===== config.mk =====
export PLATFORM = sky130hd
export DESIGN_NAME = rd_capture_fifo
export DESIGN_NICKNAME = d
export VERILOG_FILES = /design/src/rtl/rd_capture_fifo.sv
export SDC_FILE = /design/constraint.sdc
export NUM_CORES = 1
export LEC_CHECK = 0
export ABC_CLOCK_PERIOD_IN_PS = 3300
export BUFFER_PORTS_ARGS = -buffer_cell sky130_fd_sc_hd__clkbuf_2
export CORE_AREA = 8 8 113 115
export CTS_BUF_LIST = sky130_fd_sc_hd__clkbuf_4
export DETAILED_ROUTE_END_ITERATION = 16
export DIE_AREA = 0 0 121 123
export GPL_TIMING_DRIVEN = 0
export PLACE_DENSITY = 0.81
export SYNTH_ARGS = -nofsm -noshare
export SYNTH_HDL_FRONTEND = slang
export SYNTH_SLANG_ARGS = --single-unit

===== constraint.sdc =====
create_clock -name clk -period 3.3 [get_ports clk]
set_input_delay 0.33 -clock clk [delete_from_list [all_inputs] [get_ports clk]]
set_output_delay 0.33 -clock clk [all_outputs]
set_load 0.02 [all_outputs]

===== src/rtl/rd_capture_fifo.sv =====
// rd_capture_fifo: captures CAS-latency-aligned SDRAM read beats into a
// small FIFO, tagging the final beat of each burst with a last flag.
// Optional macro RD_CAPTURE_INREG_EN adds a register stage on rd_strobe/dq_in
// (strobe-to-valid latency becomes two cycles instead of one).
module rd_capture_fifo #(
    parameter int DW    = 16,
    parameter int BL    = 4,
    parameter int DEPTH = 8
) (
    input  logic          clk,
    input  logic          rst,
    input  logic          rd_strobe,
    input  logic [DW-1:0] dq_in,
    input  logic          clear,
    output logic [DW-1:0] data_o,
    output logic          last_o,
    output logic          valid_o,
    input  logic          ready_i,
    output logic          busy_o,
    output logic          ovf_o
);

    localparam int AW = (DEPTH > 1) ? $clog2(DEPTH) : 1;
    localparam int CW = (BL > 1) ? $clog2(BL) : 1;
    localparam logic [CW-1:0] LAST_CNT = CW'(BL - 1);

    localparam logic ST_IDLE  = 1'b0;
    localparam logic ST_BURST = 1'b1;

    logic          stb;
    logic [DW-1:0] dq;

`ifdef RD_CAPTURE_INREG_EN
    logic          stb_q;
    logic [DW-1:0] dq_q;

    // Input register stage; a flush drops any beat still in flight.
    always_ff @(posedge clk) begin
        if (rst || clear) begin
            stb_q <= 1'b0;
            dq_q  <= '0;
        end else begin
            stb_q <= rd_strobe;
            dq_q  <= dq_in;
        end
    end

    assign stb = stb_q;
    assign dq  = dq_q;
`else
    assign stb = rd_strobe;
    assign dq  = dq_in;
`endif

    logic                state;
    logic [CW-1:0]       beat_cnt;
    logic [AW:0]         wr_ptr;
    logic [AW:0]         rd_ptr;
    logic [DW:0]         mem [DEPTH];
    logic [DW:0]         head;
    logic                empty;
    logic                full;
    logic                pop;
    logic                push;
    logic                is_last;

    assign empty   = (wr_ptr == rd_ptr);
    assign full    = (wr_ptr[AW] != rd_ptr[AW]) &&
                     (wr_ptr[AW-1:0] == rd_ptr[AW-1:0]);
    assign pop     = !empty && ready_i;
    // A pop in the same cycle frees the slot, so a full FIFO can still accept.
    assign push    = stb && (!full || pop);
    assign is_last = (beat_cnt == LAST_CNT);

    // Burst framing: count beats (including dropped ones) modulo BL.
    always_ff @(posedge clk) begin
        if (rst || clear) begin
            state    <= ST_IDLE;
            beat_cnt <= '0;
        end else if (stb) begin
            if (is_last) begin
                state    <= ST_IDLE;
                beat_cnt <= '0;
            end else begin
                state    <= ST_BURST;
                beat_cnt <= beat_cnt + 1'b1;
            end
        end
    end

    // FIFO storage write; contents are not reset.
    always_ff @(posedge clk) begin
        if (!rst && !clear && push) begin
            mem[wr_ptr[AW-1:0]] <= {is_last, dq};
        end
    end

    // Read/write pointer update with wrap bit.
    always_ff @(posedge clk) begin
        if (rst || clear) begin
            wr_ptr <= '0;
            rd_ptr <= '0;
        end else begin
            if (push) wr_ptr <= wr_ptr + 1'b1;
            if (pop)  rd_ptr <= rd_ptr + 1'b1;
        end
    end

    // Sticky overflow: set when a beat arrives at a full FIFO with no pop.
    always_ff @(posedge clk) begin
        if (rst || clear) begin
            ovf_o <= 1'b0;
        end else if (stb && full && !pop) begin
            ovf_o <= 1'b1;
        end
    end

    assign head    = mem[rd_ptr[AW-1:0]];
    assign valid_o = !empty;
    assign data_o  = empty ? '0 : head[DW-1:0];
    assign last_o  = !empty && head[DW];
    assign busy_o  = (state == ST_BURST);

endmodule


; ---- Yosys cells after proc, flatten, opt, wreduce, memory -nomap -nowiden
; Memories as Yosys holds them, arrays and structs flattened. A register that Yosys moved wholly into a read port is not among the register bits.
; Index checks and enable logic that the tools add are counted.
[op_classes]
add_sub_neg = 3
n_eq_ne = 4
n_mux = 7
reduce_logical = 15
[op_table]
columns = op, n
row1 = $mux W16, 1
row2 = $add A4 B1 Y4 const B, 2
row3 = $logic_and A1 B1 Y1, 8
row4 = $mux W3, 2
row5 = $logic_not A1 Y1, 5
row6 = $eq A4 B4 Y1, 1
row7 = $eq A3 B3 Y1, 1
row8 = $mux W1, 3
row9 = $add A2 B1 Y2 const B, 1
row10 = $eq A2 B2 Y1 const B, 1
row11 = $logic_or A1 B1 Y1, 2
row12 = $mux W2, 1
row13 = $ne A1 B1 Y1, 1
[totals]
reg_bits = 12
mem_bits_rw = 136
out_inout_bits = 20
wordCells = 35
n_memories = 1
[mem_list]
columns = memory, depth, width, rd, rd_ports_with_merged_regs, wr, line
row1 = mem, 8, 17, 1, 1, 1, 59  ; logic [DW:0] mem [DEPTH];

; ---- Logic depth before layout (Yosys ltp)
; Gate-level depths: netlist (run 1).
[logic_depth]
ltp_word = 8
depth_mapped = 6
ltp_nobuf = 4

; ---- Worst setup path after synthesis (run 1)
; No wires, ideal clock.
[synth_timing]
path_kind = flip-flop to flip-flop
from = register wr_ptr[1]
to = memory mem[5][0] (netlist bit) (enable)
setup_time_ns = 0.435
arrival_time_ns = 2.805
setup_slack_ns = 0.061
stages_incl_launch_ff = 7
path_cell_list = dfxtp_1 -> buf_6 -> xor2_2 -> or3_1 -> buf_6 -> o21ai_4 -> nor4_1
[synth_via]
elab_chain_len = 8
word_cells_on_any_way = 11
classes_between = eq/ne: 2 / mux: 2 / reduce/logical: 7
[synth_lines]
columns = element, line
row1 = "start, declared", 57  ; logic [AW:0] wr_ptr;
row2 = "start signal, assigned", 104  ; if (push) wr_ptr <= wr_ptr + 1'b1;
row3 = $eq A4 B4 Y1 / $eq A3 B3 Y1 (equally long branches), "67, 69"
row4 = $logic_not A1 Y1 / $logic_and A1 B1 Y1 (equally long branches), "70, 68"
row5 = $logic_and A1 B1 Y1 / $logic_not A1 Y1 (equally long branches), "70, 72"
row6 = $logic_or A1 B1 Y1, 72  ; assign push = stb && (!full || pop);
row7 = $logic_and A1 B1 Y1, 72
row8 = $logic_and A1 B1 Y1, 93  ; if (!rst && !clear && push) begin
row9 = $mux W1, 93
row10 = $mux W1 (implied by the code), 94  ; mem[wr_ptr[AW-1:0]] <= {is_last, dq};
row11 = "end, declared", 59
; Parallel ways exist; a longest one is shown, timed or not.

==> impl_metrics.yaml, run 1 <==
global_routing:
  grt_pass1_wl_mm: 18.64
  use_met3_pct: 4.795
  grtUsageMet2_pct: 28.32
  antenna_found_initial: 0
  grt_pass1_vias: 3371
  top_usage_layer: "met2"
  grt_overflow: 0
  grtUsageMet1_pct: 20.97
  grt_usage_pct: 17.12
  grt_start_max_net_pins: 17
clock_tree:
  cts_buffers: 17
  clk_pin_slew_ns: 0.14
  cts-root-buf: "clkbuf_4"
  cts_tree: "done"
  cts_num_sinks: 151
  cts_resized: 0
  htree_levels: 4
  clock_latency_ns: 0.52
  ctsHoldBuffers: 0
  clockBufferDepth: 2
  post_cts_buffers: 0
power:
  p_leak_nw: 2.266
  total_power_mw: 3.414
  switching_share_pct: 23.12
  powerDensity_nw_per_um2: 497.9
  seq_power_share_pct: 61.4
  power_frac_comb_pct: 5.7
  p_clk_share_pct: 32.9
  power.switching_uw: 789.1
  p_int_mw: 2.624
  vdd_drop_max_v: 0.0004023
setup_path:
  worstSetupPathType: "register to primary output"
  critPathTopFamily: "buffers and inverters"
  start_kind: "register"
  slowest_delay_ns: 0.61
  cp_cell_sequence: "clkbuf_2 > buf_1 > mux4_2 > mux2i_1 > nor2_1 > clkbuf_2"
  crit_path_max_fanout: 10
  crit_path_end_kind: "primary output"
  cp_common_cell: "clkbuf_2"
  critPathSlowestCell: "buf_1"
  cp_data_required_time_ns: 2.97
  crit_arrival_ns: 2.52
  path_buf_inv: 3
timing:
  rsz0062_at_grt: "no"
  worstMarginPinSlew_ns: 1.034
  fin_crit_sh_pct: 86.31
  timing_hold_violations_final: 0
  fmax_ghz: 0.3511
  fin_skew_ns: 0.01594
  setup_viol: 0
  fin_crit_ns: 2.848
  slew_headroom_pct: 30.46
  slew_violations: 0
synth:
  synth_area_um2: 6030
  ys_seq_area_share_pct: 72.71
  synth_seq_cells: 151
  synth-adder-area-share_pct: 0.6225
  synth_nets: 341
  synth-edff-count: 136
  yosysTopAreaCell: "edfxtp_1"
  ys_types: 36
  synth-simple-area-share_pct: 5.603
  synth.top_cells.by_area: "edfxtp_1 68%, mux4_2 13%, dfxtp_1 5.0%"
  async_reset_ff_share_pct: 0
  synth_top_family_by_area: "multiplexers"
  yosysWarnings: 0
  yosysTopAreaCellShare_pct: 67.73
  syn-instance-count: 317
  synth_compound_area_share_pct: 1.992
  synthXorXnorAreaFrac_pct: 1.100
  synth_flop_cell: "edfxtp_1"
  syn_area_per_cell_um2: 19.02
  synth_mux_area_share_pct: 15.85
layout:
  utilization_pct: 61.89
  final_nets: 410
  seq_area_um2: 4384
  syn2layout_area_growth_pct: 13.70
  layout_common_cells: "136 x edfxtp_1, 41 x clkbuf_2, 34 x mux4_2, 26 x nor2_1, 19 x mux2i_1"
  final_common_cell: "edfxtp_1"
  drive_above_1_share_pct: 35.84
  multi_input_area_um2: 1559
  n_antenna_cell: 0
  nFillCells: 781
floorplanning:
  num_rows: 39
  core-area_um2: 11080
  initial_utilization_pct: 54.43
  dieWidth_um: 121
  die_h_um: 123
  ioPinCount: 41
  dieArea_um2: 14880
route:
  post_drt_wl_per_cell_um: 21.66
  wl_mm: 11.74
  vias: 3208
  ant_nets: 0
  drt_first_pass_iters: 4
  route.detailed.drc: 0
  drt_iter0_drc: 354
  vias_per_cell: 5.919
run:
  cap_viol_max_count: 0
place:
  numPortBuffers: 40
  gp_congestion: 0.8318
  dp_hpwl_mm: 7.915
min_path:
  worstHoldPathType: "primary input to register"
status:
  outcome: "complete, no violations"
==> power by group through the flow <==
stage               combinational [mW]  clock [mW]  sequential, mW
floorplan                        0.116           0            2.14
global placement                 0.183           0            2.14
detailed placement               0.196           0            2.14
CTS                              0.197        1.14            2.10
global route                     0.212        1.23            2.10
finish                           0.194        1.12            2.10
==> cell families (layout without fill, tap and decap cells) <==
group	count (synthesis)	in the layout
buffers and inverters	23	105
AND/OR/NAND/NOR	68	68
multiplexers	53	53
flip-flops	151	151
XOR/XNOR	5	5
AO/OA/AOI/OAI	14	14
adder cells (fa/ha/maj)	3	3
==> worst paths after layout <==
| kind | cells after the start | to | from | slack [ns] |
|---|---|---|---|---|
| worst max register to register | 7 | mem[5][6]$_DFFE_PP_ | wr_ptr[0]$_SDFFE_PP0P_ | 0.54 |
| worst min-delay path | 1 | mem[0][13]$_DFFE_PP_ | dq_in[13] | 0.06 |
| worst max-delay path | 6 | data_o[13] | register | 0.45 |
| worst min register to register | 2 | busy_o$_SDFFE_PP0P_ | busy_o$_SDFFE_PP0P_ | 0.49 |
==> per-stage QoR <==
stage / cell area [um^2] / worst slack [ns] / instances / TNS [ns] / hold WS, ns
3_3_place_gp: 6409 / -1.563 / 500 / -84.47 / 0.4595
5_1_grt: 6855 / 0.2914 / 542 / 0 / 0.02592
2_1_floorplan: 6030 / 0.06076 / 317 / 0 / 0.4289
4_1_cts: 6855 / 0.3612 / 542 / 0 / 0.02338
6_report: 6855 / 0.4518 / 542 / 0 / 0.06445
3_5_place_dp: 6570 / 0.5626 / 510 / 0 / 0.4648
==> state kept, by name, indices dropped and copies added (netlist names), named ones only <==
signal    count
beat_cnt      2
busy_o        1
mem         136
ovf_o         1
rd_ptr        4
wr_ptr        4
==> Yosys cell counts, types with 2 or more instances <==
cell,count
clkbuf_1,4
mux2i_1,19
or3_1,4
nor3_1,6
edfxtp_1,136
buf_2,5
nand2_1,7
nor4_1,3
buf_6,3
inv_1,4
o21ai_1,2
xor2_1,2
buf_4,3
ha_1,3
a21oi_1,4
nand3_1,6
mux4_2,34
nand4_1,6
buf_1,3
dfxtp_1,15
and3_1,2
a31oi_1,2
xor2_2,3
a211oi_1,2
nor2_1,28
==> final cells by class <==
class / instances / area share (%)
Buffer: 19 / 1.643
Clock buffer: 18 / 1.971
Clock inverter: 14 / 2.190
Inverter: 4 / 0.2190
Multi-Input combinational cell: 143 / 22.74
Sequential cell: 151 / 63.95
Tap cell: 143 / 2.610
Timing Repair Buffer: 50 / 4.672
==> per-layer routing <==
layer | vias up | routed length (um)
li1 | 1425 | -
met1 | 1653 | 4820
met2 | 117 | 6045
met3 | 13 | 741
met4 | 0 | 131
met5 | - | 0
(Power assumes the default switching activity.)
==> run 2, diff against run 1 <==
==> constraint.sdc (replaced) <==
create_clock -name clk -period 3.3 [get_ports clk]
set_input_delay 0.165 -clock clk [delete_from_list [all_inputs] [get_ports clk]]
set_output_delay 0.165 -clock clk [all_outputs]
set_load 0.02 [all_outputs]
==> impl_metrics.yaml, run 2 (same netlist as run 1, synthesis figures left out) <==
status:
  outcome: "complete, no violations"
global_routing:
  grt_start_max_net_pins: 17
  grt_usage_pct: 17.35
  antenna_found_initial: 0
  grt_pass1_wl_mm: 18.96
  grt_overflow: 0
  grt_pass1_vias: 3437
route:
  drt_first_pass_iters: 5
  drt_iter0_drc: 318
  route.detailed.drc: 0
  wl_mm: 11.87
  post_drt_wl_per_cell_um: 21.20
  vias_per_cell: 5.775
  ant_nets: 0
  vias: 3234
layout:
  nFillCells: 762
  final_common_cell: "edfxtp_1"
  final_nets: 428
  drive_above_1_share_pct: 34.29
  n_antenna_cell: 0
  layout_common_cells: "136 x edfxtp_1, 41 x clkbuf_2, 34 x mux4_2, 26 x nor2_1, 19 x mux2i_1"
  syn2layout_area_growth_pct: 16.68
  multi_input_area_um2: 1559
  stdcell_area_um2: 7036
  seq_area_um2: 4384
  largest_register_ffs: 136
  utilization_pct: 63.52
  layout.cells.non_filler: 560
power:
  seq_power_share_pct: 61.1
  p_int_mw: 2.639
  power_frac_comb_pct: 6.2
  vdd_drop_max_v: 0.0004028
  p_leak_nw: 2.342
  switching_share_pct: 23.07
  powerDensity_nw_per_um2: 487.5
  p_clk_share_pct: 32.7
  power.switching_uw: 791.3
setup_path:
  crit_arrival_ns: 2.97
  crit_path_end_kind: "register"
  path_buf_inv: 3
  cp_common_cell: "buf_6"
  critPathSlowestCell: "nor4_2"
  cp_data_required_time_ns: 3.53
  worstSetupPathType: "register to register"
  cp_cell_sequence: "buf_6 > xor2_2 > or3_1 > buf_6 > o21ai_4 > nor4_2 > buf_4"
  slowest_delay_ns: 0.90
  critPathTopFamily: "simple AND/OR/NAND/NOR gates"
  crit_path_max_fanout: 9
  start_kind: "register"
floorplanning:
  initial_utilization_pct: 54.43
  dieWidth_um: 121
  ioPinCount: 41
  die_h_um: 123
  core-area_um2: 11080
  dieArea_um2: 14880
  num_rows: 39
timing:
  slew_headroom_pct: 31.57
  setup_viol: 0
  rsz0062_at_grt: "no"
  worstMarginPinSlew_ns: 1.018
  slew_violations: 0
  fmax_ghz: 0.3653
  timing_hold_violations_final: 0
  fin_skew_ns: 0.01677
  fin_crit_ns: 2.738
  fin_crit_sh_pct: 82.96
  worst_hold_slack_ns: 0.05982
clock_tree:
  clock_latency_ns: 0.51
  cts_num_sinks: 151
  post_cts_buffers: 0
  cts_tree: "done"
  clockBufferDepth: 2
  clk_pin_slew_ns: 0.13
  cts_buffers: 17
  cts_resized: 0
  cts-root-buf: "clkbuf_4"
  htree_levels: 4
  ctsHoldBuffers: 18
place:
  dp_cells: 510
  dpl-instance-area_um2: 6570
  numPortBuffers: 40
  dp_hpwl_mm: 7.915
  gp_congestion: 0.8318
min_path:
  worstHoldPathType: "primary input to register"
run:
  cap_viol_max_count: 0
-- run 2: changes by cell type in the layout (fill, tap and decap cells not counted), sizes merged --
cell,change
dlygate4sd3,+18
-- run 2: path summary, 6_finish.rpt --
kind                            end  slack (ns)  depth (start not counted)              startpoint
max reg2reg     mem[5][6]$_DFFE_PP_        0.56                          7  wr_ptr[1]$_SDFFE_PP0P_
min          rd_ptr[0]$_SDFFE_PP0N_        0.06                          4                 ready_i
min reg2reg     busy_o$_SDFFE_PP0P_        0.49                          2     busy_o$_SDFFE_PP0P_
max             mem[5][6]$_DFFE_PP_        0.56                          7  wr_ptr[1]$_SDFFE_PP0P_
-- run 2: area by class of cell --
cell class,count,share of cell area (%)
Tap cell,143,2.543
Multi-Input combinational cell,143,22.16
Sequential cell,151,62.32
Clock inverter,14,2.134
Clock buffer,18,1.921
Inverter,4,0.2134
Buffer,19,1.601
Timing Repair Buffer,68,7.114
-- run 2: per-layer routing --
| layer | vias to the layer above | global-route usage (%) | part of all wire (%) |
|---|---|---|---|
| met5 | - | 0 | 0 |
| met4 | 0 | 7.182 | 0.43 |
| met3 | 4 | 4.703 | 5.8 |
| met2 | 104 | 28.64 | 52 |
| met1 | 1663 | 21.39 | 41 |
| li1 | 1463 | - | - |
-- run 2: through the flow --
step           setup slack, ns  power (mW)  setup TNS [ns]
2_1_floorplan          0.06076       2.256               0
3_3_place_gp            -1.563       2.321          -81.07
3_5_place_dp            0.5626       2.335               0
4_1_cts                 0.5194       3.451               0
5_1_grt                 0.4378       3.557               0
6_report                0.5622       3.430               0
-- run 2: worst min-delay path: stages --
cell and delay, ns:
clkbuf_2 0.13, o41ai_2 0.09, xor2_1 0.09, nor2_1 0.08
-- run 2: power groups by stage --
stage          Combinational [mW]  Sequential, mW  Clock, mW
4_1_cts                     0.214            2.10       1.14
5_1_grt                     0.231            2.10       1.23
2_1_floorplan               0.116            2.14          0
3_5_place_dp                0.196            2.14          0
3_3_place_gp                0.183            2.14          0
6_report                    0.212            2.10       1.12
